[config.mk]
export PLATFORM = sky130hd
export DESIGN_NAME = uart_rx_cfg
export DESIGN_NICKNAME = d
export VERILOG_FILES = /design/src/rtl/uart_pkg.sv /design/src/rtl/uart_rx_sampler.sv /design/src/rtl/uart_rx_cfg.sv
export SDC_FILE = /design/constraint.sdc
export NUM_CORES = 1
export LEC_CHECK = 0
export BUFFER_PORTS_ARGS = -buffer_cell sky130_fd_sc_hd__buf_2
export CORE_MARGIN = 2
export CORE_UTILIZATION = 40
export CTS_CLUSTER_SIZE = 28
export DETAILED_ROUTE_END_ITERATION = 6
export MAX_ROUTING_LAYER = met4
export SYNTH_ARGS = -nofsm -noshare
export SYNTH_HDL_FRONTEND = slang
export SYNTH_SLANG_ARGS = --single-unit
[constraint.sdc]
create_clock -name clk -period 5.3 [get_ports clk]
set_clock_uncertainty 0.2 [all_clocks]
set_input_delay 0.265 -clock clk [delete_from_list [all_inputs] [get_ports clk]]
set_output_delay 0.265 -clock clk [all_outputs]
set_load 0.02 [all_outputs]
[src/rtl/uart_pkg.sv]
// ============================================================================
// Module      : uart_pkg
// Description : Shared UART constants, state encoding and helpers (RX and TX).
// Revision    : 1.0 - initial release
// ============================================================================
`default_nettype none

package uart_pkg;

    localparam logic [1:0] PAR_NONE = 2'b00;
    localparam logic [1:0] PAR_EVEN = 2'b01;
    localparam logic [1:0] PAR_ODD  = 2'b10;

    localparam int         c_st_w       = 7;
    localparam logic [6:0] c_st_idle    = 7'b000_0001;
    localparam logic [6:0] c_st_start   = 7'b000_0010;
    localparam logic [6:0] c_st_data    = 7'b000_0100;
    localparam logic [6:0] c_st_parity  = 7'b000_1000;
    localparam logic [6:0] c_st_stop1   = 7'b001_0000;
    localparam logic [6:0] c_st_stop2   = 7'b010_0000;
    localparam logic [6:0] c_st_wait_hi = 7'b100_0000;

    function automatic int mid_sample(input int over_sample);
        return over_sample / 2;
    endfunction

    // Out-of-range word lengths fall back to 8, then clamp to the data width.
    function automatic logic [3:0] eff_data_bits(input logic [3:0] cfg, input int max_bits);
        logic [3:0] b;
        b = (cfg < 4'd5 || cfg > 4'd9) ? 4'd8 : cfg;
        if (int'(b) > max_bits) b = 4'(max_bits);
        return b;
    endfunction

endpackage

`default_nettype wire

[src/rtl/uart_rx_sampler.sv]
// ============================================================================
// Module      : uart_rx_sampler
// Description : Line synchroniser, start-edge detect, tick counter, 3-sample vote.
// Revision    : 1.0 - initial release
// ============================================================================
`default_nettype none

module uart_rx_sampler
    import uart_pkg::*;
#(
    parameter int OVER_SAMPLE = 16,
    parameter int SYNC_STAGES = 2
) (
    input  logic clk,
    input  logic rst,
    input  logic rx_i,
    input  logic tick,
    input  logic cnt_clr,
    output logic rxs,
    output logic start_edge,
    output logic bit_done,
    output logic bit_val
);

    localparam int                 c_cnt_w = $clog2(OVER_SAMPLE);
    localparam int                 c_mid   = mid_sample(OVER_SAMPLE);
    localparam logic [c_cnt_w-1:0] c_last  = c_cnt_w'(OVER_SAMPLE - 1);
    localparam logic [c_cnt_w-1:0] c_s0    = c_cnt_w'(c_mid - 1);
    localparam logic [c_cnt_w-1:0] c_s1    = c_cnt_w'(c_mid);
    localparam logic [c_cnt_w-1:0] c_s2    = c_cnt_w'(c_mid + 1);

    logic [SYNC_STAGES-1:0] r_sync;
    logic                   r_rxs_prev;
    logic [c_cnt_w-1:0]     r_cnt;
    logic [2:0]             r_votes;

    always_ff @(posedge clk or negedge rst) begin
        if (!rst) begin
            r_sync     <= '1;
            r_rxs_prev <= 1'b1;
        end else begin
            r_sync     <= {r_sync[SYNC_STAGES-2:0], rx_i};
            r_rxs_prev <= r_sync[SYNC_STAGES-1];
        end
    end

    always_ff @(posedge clk or negedge rst) begin
        if (!rst) begin
            r_cnt <= '0;
        end else if (cnt_clr) begin
            r_cnt <= '0;
        end else if (tick) begin
            r_cnt <= (r_cnt == c_last) ? '0 : r_cnt + 1'b1;
        end
    end

    always_ff @(posedge clk or negedge rst) begin
        if (!rst) begin
            r_votes <= 3'b111;
        end else if (tick) begin
            if (r_cnt == c_s0) r_votes[0] <= rxs;
            if (r_cnt == c_s1) r_votes[1] <= rxs;
            if (r_cnt == c_s2) r_votes[2] <= rxs;
        end
    end

    assign rxs        = r_sync[SYNC_STAGES-1];
    assign start_edge = r_rxs_prev & ~rxs;
    assign bit_done   = tick & (r_cnt == c_last);
    assign bit_val    = (r_votes[0] & r_votes[1]) | (r_votes[0] & r_votes[2]) |
                        (r_votes[1] & r_votes[2]);

endmodule

`default_nettype wire

[src/rtl/uart_rx_cfg.sv]
// ============================================================================
// Module      : uart_rx_cfg
// Description : Run-time configurable UART receiver with valid/ready holding reg.
// Revision    : 1.0 - initial release
// ============================================================================
`default_nettype none

module uart_rx_cfg
    import uart_pkg::*;
#(
    parameter int DATA_BITS_MAX = 9,
    parameter int OVER_SAMPLE   = 16,
    parameter int SYNC_STAGES   = 2
) (
    input  logic                     clk,
    input  logic                     rst,
    input  logic                     rx_i,
    input  logic                     tick,
    input  logic [3:0]               cfg_data_bits,
    input  logic [1:0]               cfg_parity,
    input  logic                     cfg_stop2,
    output logic [DATA_BITS_MAX-1:0] rx_data,
    output logic                     rx_parity_err,
    output logic                     rx_frame_err,
    output logic                     rx_break,
    output logic                     rx_valid,
    input  logic                     rx_ready,
    output logic                     overrun,
    input  logic                     overrun_clr
);

    logic w_rxs, w_start_edge, w_bit_done, w_bit_val;
    logic w_cnt_clr, w_complete, w_fin_brk, w_fin_ferr;
    logic w_par_en, w_last_data, w_accept;

    logic [c_st_w-1:0]        r_state, w_state_nxt;
    logic [3:0]               r_bits;
    logic [1:0]               r_par_mode;
    logic                     r_stop2;
    logic [3:0]               r_idx;
    logic [DATA_BITS_MAX-1:0] r_shift;
    logic                     r_par_acc, r_all_zero, r_par_err;
    logic                     r_valid, r_overrun;

    uart_rx_sampler #(
        .OVER_SAMPLE (OVER_SAMPLE),
        .SYNC_STAGES (SYNC_STAGES)
    ) u_sampler (
        .clk        (clk),
        .rst        (rst),
        .rx_i       (rx_i),
        .tick       (tick),
        .cnt_clr    (w_cnt_clr),
        .rxs        (w_rxs),
        .start_edge (w_start_edge),
        .bit_done   (w_bit_done),
        .bit_val    (w_bit_val)
    );

    assign w_par_en    = (r_par_mode == PAR_EVEN) || (r_par_mode == PAR_ODD);
    assign w_last_data = (r_idx == r_bits - 4'd1);
    assign w_accept    = r_valid & rx_ready;
    // Every completing decision is a stop bit, so its framing status is the vote itself.
    assign w_fin_ferr  = ~w_bit_val;

    always_ff @(posedge clk or negedge rst) begin
        if (!rst) r_state <= c_st_idle;
        else      r_state <= w_state_nxt;
    end

    always_comb begin
        w_state_nxt = r_state;
        case (r_state)
            c_st_idle:    if (w_start_edge) w_state_nxt = c_st_start;
            c_st_start:   if (w_bit_done) w_state_nxt = w_bit_val ? c_st_idle : c_st_data;
            c_st_data:    if (w_bit_done && w_last_data)
                              w_state_nxt = w_par_en ? c_st_parity : c_st_stop1;
            c_st_parity:  if (w_bit_done) w_state_nxt = c_st_stop1;
            c_st_stop1:   if (w_bit_done) begin
                              if (r_stop2 && w_bit_val) w_state_nxt = c_st_stop2;
                              else w_state_nxt = w_rxs ? c_st_idle : c_st_wait_hi;
                          end
            c_st_stop2:   if (w_bit_done) w_state_nxt = w_rxs ? c_st_idle : c_st_wait_hi;
            c_st_wait_hi: if (w_rxs) w_state_nxt = c_st_idle;
            default:      w_state_nxt = c_st_idle;
        endcase
    end

    always_comb begin
        w_cnt_clr  = 1'b0;
        w_complete = 1'b0;
        w_fin_brk  = 1'b0;
        case (r_state)
            c_st_idle:  w_cnt_clr = w_start_edge;
            c_st_stop1: begin
                w_complete = w_bit_done & ~(r_stop2 & w_bit_val);
                w_fin_brk  = r_all_zero & ~w_bit_val;
            end
            c_st_stop2: w_complete = w_bit_done;
            default:    ;
        endcase
    end

    // Frame configuration is frozen at the start edge for the whole frame.
    always_ff @(posedge clk or negedge rst) begin
        if (!rst) begin
            r_bits     <= 4'd8;
            r_par_mode <= PAR_NONE;
            r_stop2    <= 1'b0;
            r_idx      <= '0;
            r_shift    <= '0;
            r_par_acc  <= 1'b0;
            r_all_zero <= 1'b1;
            r_par_err  <= 1'b0;
        end else if (w_cnt_clr) begin
            r_bits     <= eff_data_bits(cfg_data_bits, DATA_BITS_MAX);
            r_par_mode <= (cfg_parity == 2'b11) ? PAR_NONE : cfg_parity;
            r_stop2    <= cfg_stop2;
            r_idx      <= '0;
            r_shift    <= '0;
            r_par_acc  <= 1'b0;
            r_all_zero <= 1'b1;
            r_par_err  <= 1'b0;
        end else if (w_bit_done) begin
            case (r_state)
                c_st_data: begin
                    for (int i = 0; i < DATA_BITS_MAX; i++) begin
                        if (r_idx == 4'(i)) r_shift[i] <= w_bit_val;
                    end
                    r_idx     <= r_idx + 4'd1;
                    r_par_acc <= r_par_acc ^ w_bit_val;
                    if (w_bit_val) r_all_zero <= 1'b0;
                end
                c_st_parity: begin
                    r_par_err <= w_bit_val ^ r_par_acc ^ (r_par_mode == PAR_ODD);
                    if (w_bit_val) r_all_zero <= 1'b0;
                end
                default: ;
            endcase
        end
    end

    // A completion in the same cycle as an accept replaces the word rather than overrunning.
    always_ff @(posedge clk or negedge rst) begin
        if (!rst) begin
            r_valid       <= 1'b0;
            rx_data       <= '0;
            rx_parity_err <= 1'b0;
            rx_frame_err  <= 1'b0;
            rx_break      <= 1'b0;
        end else if (w_complete && (!r_valid || rx_ready)) begin
            r_valid       <= 1'b1;
            rx_data       <= r_shift;
            rx_parity_err <= r_par_err;
            rx_frame_err  <= w_fin_ferr;
            rx_break      <= w_fin_brk;
        end else if (w_accept) begin
            r_valid <= 1'b0;
        end
    end

    always_ff @(posedge clk or negedge rst) begin
        if (!rst)                                   r_overrun <= 1'b0;
        else if (w_complete && r_valid && !rx_ready) r_overrun <= 1'b1;
        else if (overrun_clr)                       r_overrun <= 1'b0;
    end

    assign rx_valid = r_valid;
    assign overrun  = r_overrun;

endmodule

`default_nettype wire
==> results by group, run 1 <==
Timing
  – Unrepaired setup endpoints after global routing: no
  – Final setup violation count: 0
  – Share of the clock period used by the worst path after layout: 49.9%
  – Time the final worst path needs with I/O delays and setup: 2.65 ns
  – Fmax: 378 MHz
  – Final hold vios: 0
  – Worst-Margin Slew: 1.06 ns
  – Total Negative Setup Slacks: 0 ns
  – Max-slew headroom: 29.4%
  – Max-slew violation count: 0

Floorplanning
  – Full die area: 0.00766 mm2
  – Effective utilization at floorplan: 41.3%
  – Area of the core region: 0.00676 mm2
  – Std cell rows: 30
  – Die Height: 87.5 um
  – Number of primary I/O pins: 27
  – Horizontal die dimension: 87.5 um

Placement
  – # port buffers: 26
  – Placement Cell Area: 0.00297 mm2
  – Placer congestion estimate: 0.862
  – Half-perimeter wire length after placement: 3540 um

Yosys
  – Instance count of the mapped netlist: 257
  – Number of different library cells in the post-synthesis netlist: 47
  – Commonest cells in the netlist: sky130_fd_sc_hd__dfrtp_1 (45), sky130_fd_sc_hd__nand2_1 (31), sky130_fd_sc_hd__nor2_1 (25), sky130_fd_sc_hd__nand3_1 (14), sky130_fd_sc_hd__mux2i_1 (12)
  – Cell types with the largest area share after synthesis: sky130_fd_sc_hd__dfrtp_1 (40%), sky130_fd_sc_hd__dfstp_2 (8.5%), sky130_fd_sc_hd__mux2_4 (5.4%), sky130_fd_sc_hd__mux2i_1 (4.3%), sky130_fd_sc_hd__nand2_1 (4.2%)
  – Sequential area share after synthesis: 48.8%
  – Register bit total from synthesis: 54
  – Proportion of netlist area held by the largest area contributor: 40.3%
  – Dominant cell type by area after synthesis: sky130_fd_sc_hd__dfrtp_1
  – EDFF count, synth: 0
  – Net count after synthesis: 279
  – Asr flop ratio synth: 100%
  – Cell with the most instances after synthesis: sky130_fd_sc_hd__dfrtp_1
  – Cell area after technology mapping: 0.00279 mm2
  – Leading register cell type out of synthesis: sky130_fd_sc_hd__dfrtp_1
  – Mean post-synth cell area: 10.9 um2
  – Count of synthesis-stage warnings from yosys: 0

Clock network
  – Clk buf depth: 2
  – Post-CTS Setup Bufs: 0
  – TritonCTS clock tree: done
  – Clk root buf: sky130_fd_sc_hd__clkbuf_8
  – Reg clk slew, reported paths: 0.10 ns
  – Total number of clock tree sinks: 54
  – Total CTS buffers: 5
  – Htree depth: 2
  – Worst-Skew Late Latency: 0.31 ns

Detailed routing
  – Avg Vias per Cell: 5.24
  – Number of remaining DRC errors: 0
  – Remaining antenna violation count: 0
  – Total wirelength of the detailed-routed design: 5090 um
  – Vias: 1923
  – Number of violations reported at the end of detailed-routing iteration 0: 87
  – Mean routed wirelength per cell: 13.9 um
  – TritonRoute pass-1 iters: 4

Pwr
  – Peak supply drop: 0.142 mV
  – Sequential cell fraction of total power: 45.9%
  – Leakage power summed over all cells: 1.55 nW
  – Ratio of total power to cell area: 384 mW/mm2
  – Combinational group share of total power: 30.9%
  – Internal power component: 0.781 mW
  – Switching power summed over all nets: 0.420 mW
  – Fraction of power consumed by the clock network: 23.2%
  – Share of total power consumed by net switching: 34.9%

Critical path
  – Source of the worst register-to-register timing path: r_state[4]$_DFFE_PN0P_
  – Minimum setup slack among reg-to-reg paths: 2.65 ns
  – Category of the worst setup path capture point: register
  – Data required time at the worst endpoint: 5.35 ns
  – Reg-to-reg critical path endpoint: r_bits[3]$_DFFE_PN1N_
  – Crit path arrival time: 2.70 ns
  – Critical path type: reg -> reg
  – Worst-path fanout max: 29
  – FF-to-FF path depth: 4
  – Worst setup SP type: register

Worst hold path
  – Hold/Removal Path Class: in -> reg
  – Number of cells traversed by the worst hold path: 3
  – Start point of the worst min-delay path: cfg_parity[1]
  – Worst hold path endpoint: r_par_mode[1]$_DFFE_PN0N_

Global routing
  – GRT Residual Overflow: 0
  – Number of antenna violations at the first check in global routing: 0
  – GR Util All Layers: 15.4%
  – Global-route wire length before repair: 8890 um
  – Largest net degree at the start of global routing: 55
  – Via count of the first global-routing pass: 1806

Final layout
  – Count of antenna diodes in the layout: 0
  – Area growth syn-to-layout: 11.9%
  – Design Area, Final: 0.00312 mm2
  – Fraction of layout cells with a size suffix above 1: 23.7%
  – Nets: 308

Run
  – Max Cap Violations: 0

Outcome
  – Outcome: completed
sequential cells by signal, summed over array words and instances, names as in the netlist, 2 cells and up:
signal             flops
u_sampler.r_sync       2
r_bits                 4
r_state                7
r_par_mode             2
u_sampler.r_votes      3
u_sampler.r_cnt        4
r_idx                  4
rx_data                9
r_shift                9
what timing repair did:
item | 4_1_cts | 5_1_grt
endpoints found under the hold margin | 48 | 0
hold buffers | 4 | 0
gates resized for setup | 0 | 0
cell usage in the layout (no fill, tap or decap), drive strengths merged, types with 3 or more instances in the layout:
cell type	instances
mux2i	12
xnor2	8
nor2b	6
dfstp	9
o31ai	3
nor3	3
nand4	5
nor2	26
o21ai	8
xor2	7
nand4b	3
clkbuf	5
buf	27
dfrtp	45
nand2	31
nand3	14
o22ai	4
dlygate4sd3	4
mux2	15
ha	9
inv	9
nor3b	3
nor4b	3
a21oi	5
power by group through the flow:
stage | Combinational [mW] | Sequential (mW) | Clock [mW]
6_report | 0.371 | 0.551 | 0.279
5_1_grt | 0.428 | 0.561 | 0.309
4_1_cts | 0.375 | 0.551 | 0.291
3_5_place_dp | 0.372 | 0.558 | 0
3_3_place_gp | 0.367 | 0.556 | 0
2_1_floorplan | 0.304 | 0.544 | 0
critical path, cell delays in order, from the launching register on:
cell,delay (ns)
sky130_fd_sc_hd__dfrtp_1,0.46
sky130_fd_sc_hd__nor4_2,0.55
sky130_fd_sc_hd__and3_1,0.96
sky130_fd_sc_hd__o211ai_1,0.25
sky130_fd_sc_hd__o21a_1,0.17
stage by stage:
stage / util (%) / hold WS (ns) / cells / worst slack [ns] / power [mW]
after floorplan: - / -0.231 / 257 / 3.40 / 0.848
after global placement: 44.0 / 0.146 / 355 / 2.73 / 0.923
after detailed placement: 44.0 / 0.149 / 355 / 2.62 / 0.931
after CTS: 46.2 / 0.00412 / 367 / 2.62 / 1.22
after global routing: 46.2 / 0.0210 / 367 / 2.41 / 1.30
final: 46.2 / 0.0180 / 367 / 2.65 / 1.20
worst max path at each step:
stage / from / end / slack, ns / depth (start not counted)
2_1_floorplan: u_sampler.r_cnt[0]$_DFFE_PN0P_ / r_shift[3]$_DFFE_PN0P_ / 3.40 / 6
6_report: r_state[4]$_DFFE_PN0P_ / r_bits[3]$_DFFE_PN1N_ / 2.65 / 4
3_3_place_gp: r_state[4]$_DFFE_PN0P_ / r_bits[3]$_DFFE_PN1N_ / 2.73 / 4
3_5_place_dp: r_state[4]$_DFFE_PN0P_ / r_bits[3]$_DFFE_PN1N_ / 2.62 / 4
4_1_cts: r_state[4]$_DFFE_PN0P_ / r_bits[3]$_DFFE_PN1N_ / 2.62 / 4
5_1_grt: r_state[4]$_DFFE_PN0P_ / r_bits[3]$_DFFE_PN1N_ / 2.41 / 4
layer usage:
metal | up-vias | share of wire, % | global-route usage, %
li1 | 960 | - | -
met1 | 919 | 48 | 20.6
met2 | 40 | 47 | 23.3
met3 | 4 | 3.8 | 2.83
met4 | 0 | 1.4 | 5.73
met5 | - | 0 | -
area by class of cell:
class | instances | area (um2)
clock buffers | 5 | 68.8
clock inverters | 3 | 43.8
fillers | 633 | 3630
inverters | 8 | 30.0
multi-input cells | 186 | 1340
flip-flops and latches | 54 | 1360
well taps | 80 | 100
repair buffers | 31 | 178
kinds of logic after synthesis:
| logic type | Yosys count | share of synthesized area, % |
|---|---|---|
| compound gates | 28 | 7.08 |
| mux | 27 | 11.7 |
| fa+ha+maj | 9 | 4.03 |
| buf+inv | 17 | 3.18 |
| xor+xnor | 15 | 4.71 |
| flops | 54 | 48.8 |
| simple gates | 107 | 20.5 |
(Power assumes the default switching activity.)
==> run 2: changes to the inputs <==
- ABC_AREA: not set -> 1
- clock period: 5.3 -> 2.7 ns (I/O delays scaled with it)
==> run 2 against run 1 <==
Sequential share of layout area fell by 2.3 points. Worst hold slack better by 0.050 ns. Cell area up 5.5%. Critical endpoint is now r_bits[1]$_DFFE_PN0N_. Critical path depth increased by 4. Core utilization is 2.0 points higher.
==> results by group, run 2 <==
Clock network
  – TritonCTS clock tree: done
  – Cts hold-fix bufs: 14 (+10)
  – Htree depth: 2 (unchanged)
  – Reg clk slew, reported paths: 0.11 ns (about the same)
  – Total number of clock tree sinks: 54 (unchanged)
  – Clk root buf: sky130_fd_sc_hd__clkbuf_8
  – Worst-Skew Late Latency: 0.31 ns (about the same)
  – Number of gates given a new drive strength after cts: 0 (unchanged)
  – Total CTS buffers: 5 (unchanged)
  – Post-CTS Setup Bufs: 0 (unchanged)
  – Clk buf depth: 2 (unchanged)

Timing
  – Share of the clock period used by the worst path after layout: 87.7% (+38 points)
  – Max-slew headroom: 55.0% (+26 points)
  – Max-slew violation count: 0 (unchanged)
  – Time the final worst path needs with I/O delays and setup: 2.37 ns (-0.279 ns)
  – Total Negative Setup Slacks: 0 ns (unchanged)
  – Final hold vios: 0 (unchanged)
  – Final setup violation count: 0 (unchanged)
  – Unrepaired setup endpoints after global routing: no
  – Worst-Margin Slew: 0.675 ns (-0.384 ns)
  – Fmax: 422 MHz (+12%)

Global routing
  – Via count of the first global-routing pass: 2113 (+17%)
  – Most heavily used metal layer in global routing: met2
  – GR Util All Layers: 16.2% (+0.79 points)
  – Met3 track demand over resource: 2.80% (-0.029 points)
  – Largest net degree at the start of global routing: 55 (unchanged)
  – Global-route wire length before repair: 9770 um (+9.9%)
  – GRT Residual Overflow: 0 (unchanged)
  – Number of antenna violations at the first check in global routing: 0 (unchanged)
  – GR Layer Usage met2: 25.2% (+1.9 points)
  – Global-route track usage on met1: 22.2% (+1.5 points)

Floorplanning
  – Area of the core region: 0.00683 mm2 (+1.1%)
  – Std cell rows: 30 (unchanged)
  – Number of primary I/O pins: 27 (unchanged)
  – Die Height: 88.3 um (+0.86%)
  – Effective utilization at floorplan: 41.6% (+0.28 points)
  – Full die area: 0.00779 mm2 (+1.7%)
  – Horizontal die dimension: 88.3 um (+0.86%)

Final layout
  – Nets: 418 (+36%)
  – Area of combinational cells with multiple inputs: 0.00125 mm2 (-6.4%)
  – Fraction of layout cells with a size suffix above 1: 16.9% (-6.8 points)
  – Commonest non-fill, non-tap cell in the layout: sky130_fd_sc_hd__nand2_1
  – Leading registers by flop count: r_shift (9), rx_data (9), r_state (7)
  – Utilization after layout: 48.2% (+2.0 points)
  – Sequential cell area in the final layout: 0.00136 mm2 (unchanged)
  – Design Area, Final: 0.00330 mm2 (+5.5%)
  – Number of filler cells placed in the layout: 699 (+10%)
  – Count of antenna diodes in the layout: 0 (unchanged)
  – Most frequent cells in the layout: sky130_fd_sc_hd__nand2_1 (96), sky130_fd_sc_hd__dfrtp_1 (45), sky130_fd_sc_hd__inv_1 (44)
  – Area growth syn-to-layout: 16.0%

Yosys
  – Net count after synthesis: 375 (+34%)
  – Mean post-synth cell area: 8.05 um2 (-26%)
  – Asr flop ratio synth: 100% (unchanged)
  – Dominant cell type by area after synthesis: sky130_fd_sc_hd__dfrtp_1
  – Register bit total from synthesis: 54 (unchanged)
  – Cell with the most instances after synthesis: sky130_fd_sc_hd__nand2_1
  – Count of synthesis-stage warnings from yosys: 0 (unchanged)
  – Cell area after technology mapping: 0.00284 mm2 (+1.8%)
  – Commonest cells in the netlist: sky130_fd_sc_hd__nand2_1 (96), sky130_fd_sc_hd__dfrtp_1 (45), sky130_fd_sc_hd__inv_1 (44), sky130_fd_sc_hd__nand3_1 (34), sky130_fd_sc_hd__nor2_1 (30)
  – Number of different library cells in the post-synthesis netlist: 31 (-34%)
  – Leading register cell type out of synthesis: sky130_fd_sc_hd__dfrtp_1
  – Cell types with the largest area share after synthesis: sky130_fd_sc_hd__dfrtp_1 (40%), sky130_fd_sc_hd__nand2_1 (13%), sky130_fd_sc_hd__dfstp_2 (8.3%), sky130_fd_sc_hd__nand3_1 (6.0%), sky130_fd_sc_hd__inv_1 (5.8%)
  – Instance count of the mapped netlist: 353 (+37%)
  – EDFF count, synth: 0 (unchanged)
  – Sequential area share after synthesis: 48.0% (-0.86 points)
  – Proportion of netlist area held by the largest area contributor: 39.6% (-0.71 points)

Detailed routing
  – TritonRoute pass-1 iters: 4 (unchanged)
  – Total wirelength of the detailed-routed design: 5560 um (+9.3%)
  – Remaining antenna violation count: 0 (unchanged)
  – Vias: 2296 (+19%)
  – Number of violations reported at the end of detailed-routing iteration 0: 123 (+41%)
  – Avg Vias per Cell: 4.66 (-11%)
  – Mean routed wirelength per cell: 11.3 um (-19%)
  – Number of remaining DRC errors: 0 (unchanged)

Run
  – Max Cap Violations: 0 (unchanged)

Critical path
  – Crit path arrival time: 2.41 ns (-0.29 ns)
  – Cell-by-cell trace of the critical path: nor2_2, nand3_1, nor2_4, nand2_2, inv_2, nand3_1, dlygate4sd3_1, o21ai_0
  – Critical path type: reg -> reg
  – Critical path buffer and inverter count: 2 (+2)
  – Cell family with most CP delay: buffers and inverters
  – Worst-path fanout max: 14 (-52%)
  – Category of the worst setup path capture point: register
  – Worst setup SP type: register
  – Dominant cell type by count on the critical path: sky130_fd_sc_hd__nand3_1
  – Slowest cell on crit path: sky130_fd_sc_hd__dlygate4sd3_1
  – Data required time at the worst endpoint: 2.74 ns (-2.61 ns)
  – Delay of the slowest cell on the worst path: 0.58 ns (-0.38 ns)

Placement
  – Placer congestion estimate: 0.900 (+4.4%)
  – # port buffers: 26 (unchanged)
  – Half-perimeter wire length after placement: 3940 um (+11%)
  – Placement Cell Area: 0.00306 mm2 (+3.1%)

Pwr
  – Total Power Consumption: 2.49 mW (+110%)
  – Leakage power summed over all cells: 1.72 nW (+11%)
  – Ratio of total power to cell area: 755 mW/mm2 (+96%)
  – Peak supply drop: 0.466 mV (+230%)

Outcome
  – Outcome: completed

Worst hold path
  – Hold/Removal Path Class: in -> reg
[run 2: changes by cell type after synthesis, moves of 8 or more]
cell / change
sky130_fd_sc_hd__nand3_1: +20
sky130_fd_sc_hd__nand2_1: +65
sky130_fd_sc_hd__inv_1: +36
sky130_fd_sc_hd__mux2i_1: -12
sky130_fd_sc_hd__o21ai_0: +23
sky130_fd_sc_hd__xnor2_1: -8
sky130_fd_sc_hd__mux2_4: -10
[run 2: final cells by class]
| class | instances | area share [%] |
|---|---|---|
| timing repair buffer | 42 | 8.66 |
| tap | 96 | 3.64 |
| sequential | 54 | 41.3 |
| multi-input combinational | 245 | 38.0 |
| clock buffer | 5 | 2.09 |
| inverter | 48 | 5.47 |
| clock inverter | 3 | 0.759 |
[run 2: kinds of logic after synthesis]
family / Yosys count / share of synthesized area [%]
AND/OR/NAND/NOR: 185 / 30.2
buffers and inverters: 54 / 7.93
flip-flops: 54 / 48.0
AO/OA/AOI/OAI: 48 / 9.03
adder cells (fa/ha/maj): 9 / 3.96
XOR/XNOR: 3 / 0.925
[run 2: worst paths after layout]
check                                              start                        endpoint  slack, ns  cells past startpoint
setup / recovery                  r_state[2]$_DFFE_PN0P_           r_bits[1]$_DFFE_PN0N_       0.33                      8
hold / removal                          cfg_data_bits[2]           r_bits[3]$_DFFE_PN1N_       0.07                      6
setup reg to reg                  r_state[2]$_DFFE_PN0P_           r_bits[1]$_DFFE_PN0N_       0.33                      8
hold reg to reg            u_sampler.r_sync[0]$_DFF_PN1_   u_sampler.r_sync[1]$_DFF_PN1_       0.16                      0
max in group asynchronous                            rst            rx_break$_DFFE_PN0P_       1.58                      3
min in group asynchronous                            rst  u_sampler.r_cnt[0]$_DFFE_PN0P_       0.27                      3
[run 2: worst register-to-register path, delay by kind of cell (launching register included)]
kind,cells,cell delay [ns]
flip-flops,1,0.40
buffers and inverters,2,0.85
AO/OA/AOI/OAI,1,0.07
AND/OR/NAND/NOR,5,0.80
[run 2: power breakdown]
group	switching (mW)	total (mW)	internal (mW)	leakage, nW
clock network	0.281	0.469	0.188	0.0447
logic	0.579	0.908	0.329	0.964
registers	0.126	1.11	0.987	0.708
total	0.985	2.49	1.50	1.72
[run 2: routing by layer]
metal  vias to the layer above  wire length, um
li1                       1208                -
met1                      1038             2840
met2                        50             2540
met3                         0              184
met4                         0                0
met5                         -                0
[run 2: per-stage QoR]
step	hold WS, ns	cells	setup WS, ns
detailed placement	0.0462	471	0.661
global placement	0.0413	471	0.699
CTS	0.0570	493	0.330
global route	0.136	493	0.158
finish	0.0680	493	0.333
floorplan	-0.361	353	0.923
==> run 3: changes to the inputs <==
- CTS_BUF_LIST: not set -> sky130_fd_sc_hd__clkbuf_4
==> run 3 against run 2 <==
Worst hold slack improved by 0.099 ns. Non-clock buffer count increased by 2. Register-to-register slack got worse by 0.03 ns. Clock power decreased by 20%. Critical endpoint is now r_bits[0]$_DFFE_PN0N_. Largest cell class unchanged. Largest power group unchanged. Highest routed layer is now met4.
==> results by group, run 3 (same netlist as run 2, synthesis figures left out) <==
Run
  – Max Cap Violations: 0 (unchanged)

Critical path
  – Category of the worst setup path capture point: register
  – Cell-by-cell trace of the critical path: nor2_2, nand3_1, nor2_4, nand2_2, inv_2, o211ai_1, dlygate4sd3_1, o21ai_0
  – Data required time at the worst endpoint: 2.82 ns (+0.08 ns)
  – Slowest cell on crit path: sky130_fd_sc_hd__dlygate4sd3_1
  – Worst-path fanout max: 14 (unchanged)
  – Reg-to-reg critical path endpoint: r_bits[0]$_DFFE_PN0N_
  – Critical path buffer and inverter count: 2 (unchanged)
  – Worst setup SP type: register
  – FF-to-FF path depth: 8 (unchanged)
  – Critical path type: reg -> reg
  – Cell family with most CP delay: buffers and inverters
  – Source of the worst register-to-register timing path: r_state[2]$_DFFE_PN0P_
  – Delay of the slowest cell on the worst path: 0.58 ns (about the same)
  – Crit path arrival time: 2.52 ns (+0.11 ns)
  – Minimum setup slack among reg-to-reg paths: 0.30 ns (-0.03 ns)

Global routing
  – GR Util All Layers: 16.3% (+0.081 points)
  – Via count of the first global-routing pass: 2136 (+1.1%)
  – Largest net degree at the start of global routing: 55 (unchanged)
  – GRT Residual Overflow: 0 (unchanged)
  – Number of antenna violations at the first check in global routing: 0 (unchanged)
  – Global-route wire length before repair: 9810 um (+0.42%)

Clock network
  – Clk root buf: sky130_fd_sc_hd__clkbuf_4
  – TritonCTS clock tree: done
  – Total CTS buffers: 5 (unchanged)
  – Post-CTS Setup Bufs: 0 (unchanged)
  – Htree depth: 2 (unchanged)
  – Total number of clock tree sinks: 54 (unchanged)
  – Clk buf depth: 2 (unchanged)
  – Worst-Skew Late Latency: 0.38 ns (+0.07 ns)
  – Reg clk slew, reported paths: 0.17 ns (+0.06 ns)

Floorplanning
  – Std cell rows: 30 (unchanged)
  – Horizontal die dimension: 88.3 um (unchanged)
  – Effective utilization at floorplan: 41.6% (unchanged)
  – Number of primary I/O pins: 27 (unchanged)
  – Area of the core region: 0.00683 mm2 (unchanged)
  – Die Height: 88.3 um (unchanged)
  – Full die area: 0.00779 mm2 (unchanged)

Timing
  – Setup WS post-layout: 0.301 ns (-0.0322 ns)
  – Unrepaired setup endpoints after global routing: no
  – Max-slew headroom: 55.2% (+0.28 points)
  – Final setup violation count: 0 (unchanged)
  – Final hold vios: 0 (unchanged)
  – Share of the clock period used by the worst path after layout: 88.9% (+1.2 points)
  – Fmax: 417 MHz (-1.3%)
  – Total Negative Setup Slacks: 0 ns (unchanged)
  – Time the final worst path needs with I/O delays and setup: 2.40 ns (+0.0322 ns)
  – Worst-Margin Slew: 0.671 ns (-0.00417 ns)
  – Max-slew violation count: 0 (unchanged)

Final layout
  – Fraction of layout cells with a size suffix above 1: 16.8% (-0.085 points)
  – Count of non-filler cells in the finished layout: 495 (+0.41%)
  – Nets: 420 (+0.48%)
  – Commonest non-fill, non-tap cell in the layout: sky130_fd_sc_hd__nand2_1
  – Utilization after layout: 48.1% (-0.16 points)
  – Count of antenna diodes in the layout: 0 (unchanged)
  – Area growth syn-to-layout: 15.6%
  – Leading registers by flop count: r_shift (9), rx_data (9), r_state (7)
  – Most frequent cells in the layout: sky130_fd_sc_hd__nand2_1 (96), sky130_fd_sc_hd__dfrtp_1 (45), sky130_fd_sc_hd__inv_1 (44)

Detailed routing
  – Mean routed wirelength per cell: 11.3 um (-0.26%)
  – Total wirelength of the detailed-routed design: 5570 um (+0.14%)
  – Number of violations reported at the end of detailed-routing iteration 0: 109 (-11%)
  – Vias: 2284 (-0.52%)
  – Avg Vias per Cell: 4.61 (-0.92%)
  – Number of remaining DRC errors: 0 (unchanged)
  – Remaining antenna violation count: 0 (unchanged)
  – TritonRoute pass-1 iters: 4 (unchanged)

Worst hold path
  – Start point of the worst min-delay path: u_sampler.r_sync[0]$_DFF_PN1_
  – Worst hold path endpoint: u_sampler.r_sync[1]$_DFF_PN1_
  – Hold/Removal Path Class: reg -> reg
  – Number of cells traversed by the worst hold path: 0 (-6)

Pwr
  – Combinational group share of total power: 37.9% (+1.4 points)
  – Leakage power summed over all cells: 1.71 nW (-0.34%)
  – Fraction of power consumed by the clock network: 15.7% (-3.1 points)
  – Peak supply drop: 0.428 mV (-8.0%)
  – Internal power component: 1.42 mW (-5.3%)
  – Share of total power consumed by net switching: 40.7% (+1.1 points)
  – Switching power summed over all nets: 0.976 mW (-0.92%)
  – Sequential cell fraction of total power: 46.3% (+1.6 points)
  – Ratio of total power to cell area: 731 mW/mm2 (-3.2%)
  – Total Power Consumption: 2.40 mW (-3.6%)

Placement
  – Placer congestion estimate: 0.900 (unchanged)
  – # port buffers: 26 (unchanged)
  – Half-perimeter wire length after placement: 3940 um (unchanged)
  – Pre-CTS setup slack: 0.661 ns (unchanged)
  – Placed cell count: 471 (unchanged)

Outcome
  – Outcome: completed
## run 3: cell count changes in the layout (fill, tap and decap cells not counted), sizes merged
cell / delta
dlygate4sd3: +2
## run 3: worst register-to-register path: stages, from the launching register on
cell and delay (ns):
sky130_fd_sc_hd__dfrtp_1 0.42, sky130_fd_sc_hd__nor2_2 0.19, sky130_fd_sc_hd__nand3_1 0.14, sky130_fd_sc_hd__nor2_4 0.15, sky130_fd_sc_hd__nand2_2 0.21, sky130_fd_sc_hd__inv_2 0.27, sky130_fd_sc_hd__o211ai_1 0.12, sky130_fd_sc_hd__dlygate4sd3_1 0.58
sky130_fd_sc_hd__o21ai_0 0.07
## run 3: repair_timing
item                      4_1_cts  5_1_grt
hold buffers                   16        0
gates resized for setup         0        0
hold endpoints to repair       62        0
## run 3: worst max-delay path by stage
stage | from | endpoint | slack, ns | cells past startpoint
3_5_place_dp | r_bits[0]$_DFFE_PN0N_ | r_state[4]$_DFFE_PN0P_ | 0.66 | 11
2_1_floorplan | r_bits[0]$_DFFE_PN0N_ | r_state[6]$_DFFE_PN0P_ | 0.92 | 11
3_3_place_gp | r_bits[0]$_DFFE_PN0N_ | r_state[6]$_DFFE_PN0P_ | 0.70 | 11
5_1_grt | r_state[2]$_DFFE_PN0P_ | r_bits[0]$_DFFE_PN0N_ | 0.13 | 8
6_report | r_state[2]$_DFFE_PN0P_ | r_bits[0]$_DFFE_PN0N_ | 0.30 | 8
4_1_cts | r_state[2]$_DFFE_PN0P_ | r_bits[0]$_DFFE_PN0N_ | 0.29 | 8
## run 3: metal layers
layer  vias to the layer above  share of wire [%]  track usage (%)  wire length, um
met3                         4                3.4             2.89              189
met5                         -                  0                -                0
met4                         0               0.59             4.13               33
li1                       1211                  -                -                -
met2                        47                 46             25.3             2540
met1                      1022                 50             22.1             2810
## run 3: stage by stage
step,hold slack [ns],cell area [um2]
after detailed placement,0.0462,3060
after global placement,0.0413,3060
final,0.167,3280
after CTS,0.169,3280
after floorplan,-0.361,2840
after global routing,0.164,3280
## run 3: final cells by class
cell class                 count  area, um2
tap                           96        120
inverter                      48        180
clock buffer                   5       37.5
clock inverter                 3       25.0
timing repair buffer          44        305
fill                         700       3550
multi-input combinational    245       1250
sequential                    54       1360
## run 3: power by group through the flow
stage | clock network (mW) | registers [mW] | logic, mW
final | 0.377 | 1.11 | 0.911
after global routing | 0.427 | 1.14 | 1.05
after CTS | 0.399 | 1.11 | 0.913
after detailed placement | 0 | 1.13 | 0.887
after global placement | 0 | 1.12 | 0.873
after floorplan | 0 | 1.10 | 0.719
